$ cat config.mk
export PLATFORM = sky130hd
export DESIGN_NAME = settle_timer
export DESIGN_NICKNAME = d
export VERILOG_FILES = /design/src/rtl/gate_sweep_checker_settle_timer.sv
export SDC_FILE = /design/constraint.sdc
export NUM_CORES = 1
export LEC_CHECK = 0
export ABC_CLOCK_PERIOD_IN_PS = 1440
export CAP_MARGIN = 15
export CORE_AREA = 2 2 39 41
export CTS_BUF_LIST = sky130_fd_sc_hd__clkbuf_4 sky130_fd_sc_hd__clkbuf_8
export DETAILED_ROUTE_END_ITERATION = 7
export DIE_AREA = 0 0 41 43
export RECOVER_POWER = 100
export SLEW_MARGIN = 10
export SYNTH_ARGS = -nofsm -noshare
export SYNTH_HDL_FRONTEND = slang
export SYNTH_SLANG_ARGS = --single-unit
$ cat constraint.sdc
create_clock -name clk -period 1.44 [get_ports clk]
set_input_delay 0.216 -clock clk [delete_from_list [all_inputs] [get_ports clk]]
set_output_delay 0.216 -clock clk [all_outputs]
set_load 0.05 [all_outputs]
$ cat src/rtl/gate_sweep_checker_settle_timer.sv
// rtl/gate_sweep_checker_settle_timer.sv - loadable 4-bit down-counter with expire pulse
// Ports: clk, rst_n (async active-low), load/value (reload the count),
//        expire (high while the count equals 1, i.e. in the last wait cycle).
module settle_timer (
    input  logic       clk,
    input  logic       rst_n,
    input  logic       load,
    input  logic [3:0] value,
    output logic       expire
);

    logic [3:0] cnt;

    always_ff @(posedge clk or negedge rst_n) begin
        if (!rst_n) begin
            cnt <= 4'd0;
        end else if (load) begin
            cnt <= value;
        end else if (cnt != 4'd0) begin
            cnt <= cnt - 4'd1;
        end
    end

    assign expire = (cnt == 4'd1);

endmodule

==> summary.md <==
| Metric | Value |
|---|---|
| Outcome | complete, no violations |
| Reg with most FFs | cnt |
| Worst Hold Class | input pin to async pin |
| Routed wire per std cell | 11.1 um |
| Register area share after synthesis | 37.7% |
| Die span in y | 43 um |
| Xor/xnor share of the synthesized area | 6.60% |
| Antenna violations before repair | 0 |
| Switch Pwr | 0.000207 W |
| Pwr dens | 1380 nW/um2 |
| RSZ-0062 raised after global routing | true |
| ANT cells | 0 |
| Largest registers | cnt: 4 flops |
| Largest net degree at the start of global routing | 7 |
| Cells after Synth | 24 |
| Final GP Congestion | 0.764 |
| Yosys cell types | 14 |
| Core area | 1380 um2 |
| # nets final | 50 |
| Multiplexer share of the synthesized area | 8.02% |
| Mapped Area | 265 um2 |
| DR WL met2 | 273 um |
| Layout cells sized above 1 | 36.8% |
| Post-synth top area cell | dfrtp_1 |
| Number of CTS-inserted buffers | 3 |
| Post-route DRC | 0 |
| H-tree levels | 1 |
| CP startpoint kind | flop |
| Worst-path cell chain | inv_2 > ha_1 > nor3b_4 > buf_12 |
| Fillers | 148 |
| Least-Margin Pin Slew | 0.288 ns |
| Total wire length | 599 um |
| Hold Fails Final Rpt | 0 |
| Clk Latency, worst-skew pair | 0.24 ns |
| Top post-synthesis cells by area | dfrtp_1, ha_1, nor3b_4 |
| WP buf/inv | 2 |
| Final Skew | 0.00613 ns |
| Leak | 0.186 nW |
| Ports | 8 |
| Clk sink count | 4 |
| Flops & latches, synth | 4 |
| Syn. warnings | 0 |
| Max-Cap Viols | 0 |
| Design Power | 0.000611 W |
| Placed cell count | 50 |
| First-pass GRT wire length | 1010 um |
| Slowest cell on crit path | dfrtp_1 |
| Clock Path Buffers | 2 |
| DRT met1 WL | 273 um |
| Worst EP required | 1.22 ns |
| Largest register FFs | 4 |
| Avg Cell Area, Syn | 11.1 um2 |
| Max FO, Critical Path | 3 |
| Area share of fa/ha/maj cells after synthesis | 14.2% |
| Met3 wire len | 53 um |
| Via count | 231 |
| Clk network pwr share | 23.6% |
| Delay-heaviest family, CP | flip-flops |
| Endpoint type of the worst setup path | output pin |
| Comb pwr share | 45.0% |
| Simple-gate share of the synthesized area | 19.3% |
| GRT overflow | 0 |
| Slew headroom | 80.8% |
| Fin. max-slew vios | 0 |
| WP data arrival | 1.20 ns |
| Die Area | 1760 um2 |
| Register share of total power | 31.4% |
| Die width | 41 um |
| Final Setup Violations | 0 |
| Critical path class | flop to output pin |
| PortBufs | 7 |
| Max layer used | met3 |
| CTS tree | done |
| Fin util | 31.9% |
| Clk slew on worst S/H paths | 0.04 ns |
| Post-route ant nets | 0 |
| Maximum VDD drop | 0.548 mV |
| Site Rows | 14 |
| Syn_nets | 34 |
| Growth of design area from synthesis to finish | 66.5% |
| All-layer global routing usage | 9.15% |
| Non-Filler Instances | 54 |
| Initial DRC Count | 3 |
| Internal power | 0.000404 W |
| Root Buffer | clkbuf_4 |
| Fin crit period | 1.42 ns |
| Setup TNS | 0 ns |
| Main combinational cell family by area after synthesis | simple AND/OR/NAND/NOR gates |
| Fin crit share | 98.5% |
| Fmax | 0.705 GHz |
| Compound-Gate Fraction of Synth Area | 8.49% |
| Number of global-route vias before repair | 244 |
| Post-synth top area share | 37.7% |
| Initial Util | 19.2% |
| Crit path largest cell delay | 0.38 ns |
| Iteration count of the initial detailed-routing pass | 2 |
| Avg Vias per Cell | 4.28 |
| Net Sw Frac | 33.9% |
[metal layers]
metal | vias up | GRT usage (%)
li1 | 112 | -
met3 | 0 | 7.85
met1 | 108 | 11.0
met2 | 11 | 11.3
met5 | - | 0
met4 | 0 | 4.00
[final timing paths]
check	from	slack, ns	end	cells after the start
setup reg to reg	cnt[1]	0.07	cnt[1]	6
min in group clk	value[2]	0.53	cnt[2]	3
hold reg to reg	cnt[2]	0.75	cnt[2]	2
setup / recovery	cnt[1]	0.02	expire	4
hold / removal	rst_n	0.25	cnt[3]	1
max in group asynchronous	rst_n	1.00	cnt[0]	1
[logic make-up after synthesis]
kind of cell,Yosys count
flops,4
compound gates,3
mux,2
xor+xnor,2
simple gates,7
buf+inv,3
fa+ha+maj,3
[final cells by class]
cell class                 count  area, um2  share of cell area [%]
clock buffer                   3       22.5                    5.10
inverter                       2       7.51                    1.70
multi-input combinational     17        174                    39.4
sequential                     4        100                    22.7
tap                           16       20.0                    4.53
timing repair buffer          12        118                    26.6
[power groups by stage]
stage / clock network (W) / logic, W / registers [W]
finish: 0.000144 / 0.000275 / 0.000192
global route: 0.000158 / 0.000311 / 0.000197
detailed placement: 0 / 0.000243 / 0.000192
CTS: 0.000152 / 0.000258 / 0.000192
floorplan: 0 / 0.000155 / 0.000179
global placement: 0 / 0.000241 / 0.000190
[cell usage in the layout, fill, tap and decap left out]
cell | Yosys | final
clkdlybuf4s50_1 | 0 | 5
buf_4 | 1 | 5
dfrtp_1 | 4 | 4
clkbuf_4 | 0 | 3
nor3b_4 | 1 | 2
nor3_1 | 2 | 2
xnor2_1 | 2 | 2
nand2_1 | 2 | 2
ha_1 | 3 | 2
inv_1 | 2 | 1
inv_2 | 0 | 1
nor3b_1 | 2 | 1
a221o_1 | 1 | 1
mux2i_1 | 1 | 1
mux2_2 | 1 | 1
o21ai_1 | 0 | 1
o31ai_1 | 1 | 1
ha_4 | 0 | 1
dlygate4sd3_1 | 0 | 1
buf_12 | 0 | 1
[cells in the mapped netlist]
| cell | count |
|---|---|
| o31ai_1 | 1 |
| buf_4 | 1 |
| mux2_2 | 1 |
| mux2i_1 | 1 |
| xnor2_1 | 2 |
| nor3b_1 | 2 |
| nand2_1 | 2 |
| inv_1 | 2 |
| ha_1 | 3 |
| dfrtp_1 | 4 |
| a221o_1 | 1 |
| nor3_1 | 2 |
| o21ai_0 | 1 |
| nor3b_4 | 1 |
[through the flow]
stage	hold WS [ns]	setup WS [ns]	area (um2)
after floorplan	-0.0796	0.108	277
after global placement	0.439	0.0928	399
after detailed placement	0.441	0.0926	399
after CTS	0.181	0.0104	429
after global routing	0.261	-0.0455	442
final	0.254	0.0222	442
[worst register-to-register path, stage by stage (launching register included)]
cell and delay, ns:
dfrtp_1 0.38, inv_2 0.08, buf_4 0.12, ha_4 0.12
nor3b_4 0.21, mux2i_1 0.09, mux2_2 0.25
[timing repair]
| item | in CTS | in global routing |
|---|---|---|
| pin swaps | 0 | 0 |
| setup endpoints to repair | 1 | 3 |
| setup buffers | 2 | 0 |
| resized for setup | 1 | 3 |
| cloned | 0 | 0 |
| hold buffers | 0 | 0 |
No activity file was read; power rests on OpenSTA's default activity.
